==> src/rtl/core_pkg.sv <==
// Shared core pipeline types: writeback control bits and the MEM/WB entry layout.
package core_pkg;

  localparam int WB_MEMTOREG = 0;
  localparam int WB_REGWRITE = 1;

  localparam int CORE_DATA_W = 32;
  localparam int CORE_REG_AW = 5;

  typedef logic [1:0] wb_ctrl_t;

  // Field order is shared with the EX/MEM successor; the stage rebuilds it at its own widths.
  typedef struct packed {
    logic                   mem_to_reg;
    logic                   reg_write;
    logic [CORE_DATA_W-1:0] read_data;
    logic [CORE_DATA_W-1:0] alu_result;
    logic [CORE_REG_AW-1:0] dir_write_reg;
  } memwb_entry_t;

endpackage

==> src/rtl/memwb_skid_stage_if.sv <==
// MEM/WB stage bundle: MEM-side inputs, writeback outputs, forwarding tap and retire count.
interface memwb_skid_stage_if
  import core_pkg::*;
#(
  parameter int DATA_W = 32,
  parameter int REG_AW = 5,
  parameter int CNT_W  = 16
);
  logic              in_valid;
  logic              in_ready;
  wb_ctrl_t          in_wb;
  logic [DATA_W-1:0] in_read_data;
  logic [DATA_W-1:0] in_alu_result;
  logic [REG_AW-1:0] in_dir_write_reg;
  logic              flush;
  logic              out_valid;
  logic              out_ready;
  logic              mem_to_reg;
  logic              reg_write;
  logic [DATA_W-1:0] read_data;
  logic [DATA_W-1:0] alu_result;
  logic [REG_AW-1:0] dir_write_reg;
  logic [DATA_W-1:0] wb_data;
  logic              fwd_valid;
  logic [REG_AW-1:0] fwd_reg;
  logic [DATA_W-1:0] fwd_data;
  logic [CNT_W-1:0]  retire_cnt;

  modport master (
    output in_valid, in_wb, in_read_data, in_alu_result, in_dir_write_reg, flush, out_ready,
    input  in_ready, out_valid, mem_to_reg, reg_write, read_data, alu_result, dir_write_reg,
           wb_data, fwd_valid, fwd_reg, fwd_data, retire_cnt
  );

  modport slave (
    input  in_valid, in_wb, in_read_data, in_alu_result, in_dir_write_reg, flush, out_ready,
    output in_ready, out_valid, mem_to_reg, reg_write, read_data, alu_result, dir_write_reg,
           wb_data, fwd_valid, fwd_reg, fwd_data, retire_cnt
  );
endinterface

==> src/rtl/pipe_skid_buf.sv <==
// Generic one-entry skid buffer: main output register plus one overflow slot, valid/ready on both sides.
module pipe_skid_buf #(
  parameter int W = 8
) (
  input  logic         clk,
  input  logic         rst_n,
  input  logic         flush,
  input  logic         in_valid,
  output logic         in_ready,
  input  logic [W-1:0] in_data,
  output logic         out_valid,
  input  logic         out_ready,
  output logic [W-1:0] out_data
);
  logic         main_valid, skid_valid;
  logic [W-1:0] main_data, skid_data;
  logic         in_fire, main_free;

  assign in_ready  = !skid_valid;
  assign in_fire   = in_valid && !skid_valid;
  assign main_free = !main_valid || out_ready;
  assign out_valid = main_valid;
  assign out_data  = main_data;

  always_ff @(posedge clk or negedge rst_n) begin
    if (!rst_n) begin
      main_valid <= 1'b0;
      skid_valid <= 1'b0;
      main_data  <= '0;
      skid_data  <= '0;
    end else if (flush) begin
      main_valid <= 1'b0;
      skid_valid <= 1'b0;
    end else if (main_free) begin
      // The skid entry is older than anything on the input, so it drains first.
      if (skid_valid) begin
        main_data  <= skid_data;
        main_valid <= 1'b1;
        skid_valid <= 1'b0;
      end else if (in_fire) begin
        main_data  <= in_data;
        main_valid <= 1'b1;
      end else begin
        main_valid <= 1'b0;
      end
    end else if (in_fire) begin
      skid_data  <= in_data;
      skid_valid <= 1'b1;
    end
  end
endmodule

==> src/rtl/memwb_skid_stage.sv <==
// MEM/WB pipeline stage: skid-buffered handshake, zero-register write suppression,
// writeback mux, EX forwarding tap and saturating retire counter.
module memwb_skid_stage
  import core_pkg::*;
#(
  parameter int DATA_W        = 32,
  parameter int REG_AW        = 5,
  parameter int ZERO_SUPPRESS = 1,
  parameter int CNT_W         = 16
) (
  input logic                clk,
  input logic                rst_n,
  memwb_skid_stage_if.slave  bus
);
  typedef struct packed {
    logic              mem_to_reg;
    logic              reg_write;
    logic [DATA_W-1:0] read_data;
    logic [DATA_W-1:0] alu_result;
    logic [REG_AW-1:0] dir_write_reg;
  } entry_t;

  localparam logic [CNT_W-1:0] CNT_MAX = '1;

  entry_t           in_e, out_e;
  logic             zero_dst, out_valid, out_fire;
  logic [CNT_W-1:0] cnt;

  assign zero_dst = (ZERO_SUPPRESS != 0) && (bus.in_dir_write_reg == '0);

  always_comb begin
    in_e.mem_to_reg    = bus.in_wb[WB_MEMTOREG];
    in_e.reg_write     = bus.in_wb[WB_REGWRITE] && !zero_dst;
    in_e.read_data     = bus.in_read_data;
    in_e.alu_result    = bus.in_alu_result;
    in_e.dir_write_reg = bus.in_dir_write_reg;
  end

  pipe_skid_buf #(.W($bits(entry_t))) u_skid (
    .clk       (clk),
    .rst_n     (rst_n),
    .flush     (bus.flush),
    .in_valid  (bus.in_valid),
    .in_ready  (bus.in_ready),
    .in_data   (in_e),
    .out_valid (out_valid),
    .out_ready (bus.out_ready),
    .out_data  (out_e)
  );

  assign out_fire          = out_valid && bus.out_ready;
  assign bus.out_valid     = out_valid;
  assign bus.mem_to_reg    = out_e.mem_to_reg;
  assign bus.reg_write     = out_e.reg_write;
  assign bus.read_data     = out_e.read_data;
  assign bus.alu_result    = out_e.alu_result;
  assign bus.dir_write_reg = out_e.dir_write_reg;
  assign bus.wb_data       = out_e.mem_to_reg ? out_e.read_data : out_e.alu_result;
  assign bus.fwd_valid     = out_valid && out_e.reg_write;
  assign bus.fwd_reg       = out_e.dir_write_reg;
  assign bus.fwd_data      = bus.wb_data;
  assign bus.retire_cnt    = cnt;

  // A flush does not cancel a retirement the register file already accepted.
  always_ff @(posedge clk or negedge rst_n) begin
    if (!rst_n)
      cnt <= '0;
    else if (out_fire && out_e.reg_write && cnt != CNT_MAX)
      cnt <= cnt + 1'b1;
  end
endmodule

==> src/flat_wrapper.sv <==
// flat-port wrapper written by rule: the top's interface ports become plain ports
module memwb_skid_stage_flat import core_pkg::*;
#(
  parameter int DATA_W        = 32,
  parameter int REG_AW        = 5,
  parameter int ZERO_SUPPRESS = 1,
  parameter int CNT_W         = 16
)
  (clk, rst_n, bus_in_valid, bus_in_wb, bus_in_read_data, bus_in_alu_result, bus_in_dir_write_reg, bus_flush, bus_out_ready, bus_in_ready, bus_out_valid, bus_mem_to_reg, bus_reg_write, bus_read_data, bus_alu_result, bus_dir_write_reg, bus_wb_data, bus_fwd_valid, bus_fwd_reg, bus_fwd_data, bus_retire_cnt);
  memwb_skid_stage_if #(.DATA_W(DATA_W), .REG_AW(REG_AW), .CNT_W(CNT_W)) bus_i ();
  input logic clk;
  input logic rst_n;
  input wire logic [$bits(bus_i.in_valid)-1:0] bus_in_valid;
  input wire logic [$bits(bus_i.in_wb)-1:0] bus_in_wb;
  input wire logic [$bits(bus_i.in_read_data)-1:0] bus_in_read_data;
  input wire logic [$bits(bus_i.in_alu_result)-1:0] bus_in_alu_result;
  input wire logic [$bits(bus_i.in_dir_write_reg)-1:0] bus_in_dir_write_reg;
  input wire logic [$bits(bus_i.flush)-1:0] bus_flush;
  input wire logic [$bits(bus_i.out_ready)-1:0] bus_out_ready;
  output wire logic [$bits(bus_i.in_ready)-1:0] bus_in_ready;
  output wire logic [$bits(bus_i.out_valid)-1:0] bus_out_valid;
  output wire logic [$bits(bus_i.mem_to_reg)-1:0] bus_mem_to_reg;
  output wire logic [$bits(bus_i.reg_write)-1:0] bus_reg_write;
  output wire logic [$bits(bus_i.read_data)-1:0] bus_read_data;
  output wire logic [$bits(bus_i.alu_result)-1:0] bus_alu_result;
  output wire logic [$bits(bus_i.dir_write_reg)-1:0] bus_dir_write_reg;
  output wire logic [$bits(bus_i.wb_data)-1:0] bus_wb_data;
  output wire logic [$bits(bus_i.fwd_valid)-1:0] bus_fwd_valid;
  output wire logic [$bits(bus_i.fwd_reg)-1:0] bus_fwd_reg;
  output wire logic [$bits(bus_i.fwd_data)-1:0] bus_fwd_data;
  output wire logic [$bits(bus_i.retire_cnt)-1:0] bus_retire_cnt;
  assign bus_i.in_valid = bus_in_valid;
  assign bus_i.in_wb = bus_in_wb;
  assign bus_i.in_read_data = bus_in_read_data;
  assign bus_i.in_alu_result = bus_in_alu_result;
  assign bus_i.in_dir_write_reg = bus_in_dir_write_reg;
  assign bus_i.flush = bus_flush;
  assign bus_i.out_ready = bus_out_ready;
  assign bus_in_ready = bus_i.in_ready;
  assign bus_out_valid = bus_i.out_valid;
  assign bus_mem_to_reg = bus_i.mem_to_reg;
  assign bus_reg_write = bus_i.reg_write;
  assign bus_read_data = bus_i.read_data;
  assign bus_alu_result = bus_i.alu_result;
  assign bus_dir_write_reg = bus_i.dir_write_reg;
  assign bus_wb_data = bus_i.wb_data;
  assign bus_fwd_valid = bus_i.fwd_valid;
  assign bus_fwd_reg = bus_i.fwd_reg;
  assign bus_fwd_data = bus_i.fwd_data;
  assign bus_retire_cnt = bus_i.retire_cnt;
  memwb_skid_stage #(.DATA_W(DATA_W), .REG_AW(REG_AW), .ZERO_SUPPRESS(ZERO_SUPPRESS), .CNT_W(CNT_W)) u_core (.clk(clk), .rst_n(rst_n), .bus(bus_i));
endmodule
==> config.mk <==
export PLATFORM = sky130hd
export DESIGN_NAME = memwb_skid_stage_flat
export DESIGN_NICKNAME = d
export VERILOG_FILES = /design/src/rtl/core_pkg.sv /design/src/rtl/memwb_skid_stage_if.sv /design/src/rtl/pipe_skid_buf.sv /design/src/rtl/memwb_skid_stage.sv /design/src/flat_wrapper.sv
export SDC_FILE = /design/constraint.sdc
export NUM_CORES = 1
export LEC_CHECK = 0
export BUFFER_PORTS_ARGS = -buffer_cell sky130_fd_sc_hd__buf_2
export CAP_MARGIN = 25
export CELL_PAD_IN_SITES_DETAIL_PLACEMENT = 0
export CELL_PAD_IN_SITES_GLOBAL_PLACEMENT = 2
export CORE_ASPECT_RATIO = 0.9
export CORE_UTILIZATION = 34
export DETAILED_ROUTE_END_ITERATION = 7
export PLACE_DENSITY_LB_ADDON = 0.1
export RECOVER_POWER = 25
export SYNTH_ARGS = -nofsm -noshare
export SYNTH_HDL_FRONTEND = slang
export SYNTH_HIERARCHICAL = 1
export SYNTH_SLANG_ARGS = --single-unit
==> constraint.sdc <==
create_clock -name clk -period 1.9 [get_ports clk]
set_input_delay 0.38 -clock clk [delete_from_list [all_inputs] [get_ports clk]]
set_output_delay 0.38 -clock clk [all_outputs]
set_load 0.01 [all_outputs]
==> impl_metrics.sql <==
INSERT INTO impl_metrics (metric_group, metric, value, unit) VALUES
('status', 'status', 'complete, but fails checks', ''),
('status', 'failed_checks', 'negative setup slack', ''),
('floorplanning', 'io-pin-count', '235', ''),
('sta', 'finalClockSkew', '13.04', 'ps'),
('sta', 'hold_viol_final', '0', ''),
('placement', 'postPlaceCellArea', '9059', 'µm²'),
('route', 'drt-total-wl', '17820', 'µm'),
('final_layout', 'drive_gt1_frac', '0.6934', ''),
('clock_tree', 'tritoncts', 'yes', ''),
('sta', 'max_freq', '518.9', 'MHz'),
('critical_path', 'rr_endpoint', 'u_core/bus.retire_cnt[14]', ''),
('synth', 'synth_top_cell_area_share', '0.5146', ''),
('synth', 'yosys.area_share.adder', '0.001608', ''),
('route', 'detail-route-antenna-nets', '0', ''),
('clock_tree', 'tritoncts.num_buffers', '17', ''),
('synth', 'synthSimpleGateAreaFrac', '0.03715', ''),
('critical_path', 'critical_path_cell_count', '3', ''),
('route', 'via_cell_ratio', '4.691', ''),
('synth', 'library_cell_with_the_highest_instance_count_after_synthesis', 'mux2_2', ''),
('floorplanning', 'die_h', '145.5', 'µm'),
('synth', 'synthDominantAreaCellType', 'dfrtp_1', ''),
('synth', 'synth_compound_gate_area_share', '0.01351', ''),
('route', 'met3RoutedLength', '1048', 'µm'),
('global_routing', 'groute.usage.overall', '0.1552', ''),
('sta', 'post_route_worst_setup_slack', '-27.24', 'ps'),
('critical_path', 'timing.critical_path.slowest_cell_delay', '420', 'ps'),
('sta', 'number_of_setup_violations_in_the_final_report', '50', ''),
('route', 'met2RoutedLength', '8423', 'µm'),
('sta', 'max_slew_headroom', '0.4586', ''),
('placement', 'place.gp.congestion', '0.7387', ''),
('synth', 'synth_edf_count', '0', ''),
('synth', 'synth-async-reset-ratio', '1.000', ''),
('synth', 'synthesis.nets', '620', ''),
('route', 'dr.first_iter.drc_count', '142', ''),
('route', 'vias', '4972', ''),
('synth', 'postSynth.topFlopCell', 'dfrtp_1', ''),
('critical_path', 'worstSetupPathType', 'reg2out', ''),
('synth', 'post_synth_main_area_contributors', 'dfrtp_1 (51%), mux2_2 (34%), buf_4 (3.8%)', ''),
('critical_path', 'worst_r2r_path_depth', '5', ''),
('pwr', 'power_density', '1115', 'nW/µm²'),
('floorplanning', 'std_cell_rows', '52', ''),
('clock_tree', 'clock_tree.root_cell', 'clkbuf_16', ''),
('sta', 'period_minus_ws_final', '1927', 'ps'),
('synth', 'yosys.cell_types.count', '39', ''),
('sta', 'worstMarginPinSlew', '812.1', 'ps'),
('critical_path', 'crit_path_end', 'bus_wb_data[19]', ''),
('critical_path', 'critical_path.endpoint_type', 'primary output', ''),
('floorplanning', 'coreArea', '22450', 'µm²'),
('synth', 'postSynthRegisterBits', '160', ''),
('critical_path', 'worst_ep_required_time', '1520', 'ps'),
('sta', 'setup_tns', '-830.7', 'ps'),
('route', 'drt_pre_antenna_iters', '4', ''),
('route', 'wirelength_met1', '8121', 'µm'),
('final_layout', 'fill_cells', '2106', ''),
('final_layout', 'fin_nets', '824', ''),
('placement', 'dp_hpwl', '12230', 'µm'),
('final_layout', 'final_non_filler_cell_total', '1060', ''),
('synth', 'yosys_warnings', '6', ''),
('pwr', 'leakagePower', '4.484', 'nW'),
('synth', 'synth.avg_cell_area', '14.33', 'µm²'),
('placement', 'dpl.cell_count', '1023', ''),
('global_routing', 'grt_pass1_wl', '28270', 'µm'),
('placement', 'io_buffer_count', '234', ''),
('synth', 'post_synth_most_frequent_cells', 'mux2_2 (236), dfrtp_1 (160), buf_4 (39), buf_6 (13), mux2_1 (11)', ''),
('sta', 'grt_setup_unrepaired', 'yes', ''),
('floorplanning', 'dieWidth', '161.5', 'µm'),
('flow_run', 'cap_viol_max_count', '0', ''),
('global_routing', 'grt_pass1_vias', '5168', ''),
('global_routing', 'grt_start_max_net_pins', '63', ''),
('critical_path', 'regToRegSetupSlack', '180', 'ps'),
('critical_path', 'critPathArrivalTime', '1550', 'ps');
[flip-flops by register name, summed over array words and instances, names as in the netlist]
register                  flops
u_core/bus.retire_cnt        16
u_core/u_skid/skid_valid      1
u_core/u_skid/out_data       71
u_core/u_skid/out_valid       1
u_core/u_skid/skid_data      71
[layout by cell type (no fill, tap or decap), types with 7 or more instances in the layout]
| master | count |
|---|---|
| mux2_2 | 233 |
| buf_2 | 227 |
| dfrtp_1 | 158 |
| clkbuf_16 | 17 |
| mux2_1 | 11 |
| buf_6 | 7 |
| a21oi_1 | 7 |
| buf_12 | 7 |
[through the flow]
step                setup WS, ps  utilization  hold slack [ps]
finish                    -27.24       0.4331            203.0
global route              -100.5       0.4329            177.5
CTS                       -68.61       0.4338            180.4
detailed placement         78.37       0.4036            289.5
global placement           83.56       0.4036            285.3
floorplan                  20.22            -            84.41
[layer usage]
layer | vias to the layer above | track usage
met5 | - | 0
met4 | 2 | 0.05236
met3 | 17 | 0.04360
met2 | 145 | 0.2440
met1 | 2487 | 0.2055
li1 | 2321 | -
[power by group]
group / switching, W / internal (W) / total, W
clock network: 0.00146 / 0.00213 / 0.00359
logic: 0.00121 / 0.00145 / 0.00267
registers: 0.000465 / 0.00412 / 0.00459
total: 0.00313 / 0.00771 / 0.0108
[area by class of cell]
type                       instances  area [µm²]  share of cell area
multi-input combinational        317        3294              0.3389
antenna                            3       7.507           0.0007723
clock inverter                    13       176.4             0.01815
tap                              297       371.6             0.03823
sequential                       160        4009              0.4124
inverter                           2       7.507           0.0007723
timing repair buffer             249        1411              0.1452
clock buffer                      19       442.9             0.04557
[timing repair]
| item | in CTS | in global routing |
|---|---|---|
| endpoints found under the hold margin | 27 | 0 |
| setup buffers | 1 | 0 |
| resized for setup | 8 | 1 |
| hold buffers | 1 | 0 |
| pin swaps | 0 | 0 |
| setup endpoints to repair | 56 | 64 |
[kinds of logic after synthesis]
| kind of cell | after synthesis |
|---|---|
| multiplexers | 247 |
| flip-flops | 160 |
| buffers and inverters | 66 |
| AND/OR/NAND/NOR | 43 |
| AO/OA/AOI/OAI | 16 |
| XOR/XNOR | 10 |
| adder cells (fa/ha/maj) | 1 |
[worst min-delay path by stage]
stage                           from                     endpoint  slack, ps
2_1_floorplan                  rst_n     u_core/bus.retire_cnt[0]         80
3_3_place_gp                   rst_n     u_core/bus.retire_cnt[9]        290
3_5_place_dp                   rst_n     u_core/bus.retire_cnt[8]        290
4_1_cts        bus_in_alu_result[23]  u_core/u_skid/skid_data[28]        180
5_1_grt        bus_in_alu_result[12]  u_core/u_skid/skid_data[17]        180
6_report       bus_in_alu_result[23]  u_core/u_skid/skid_data[28]        200
No activity file was read; power rests on OpenSTA's default activity.
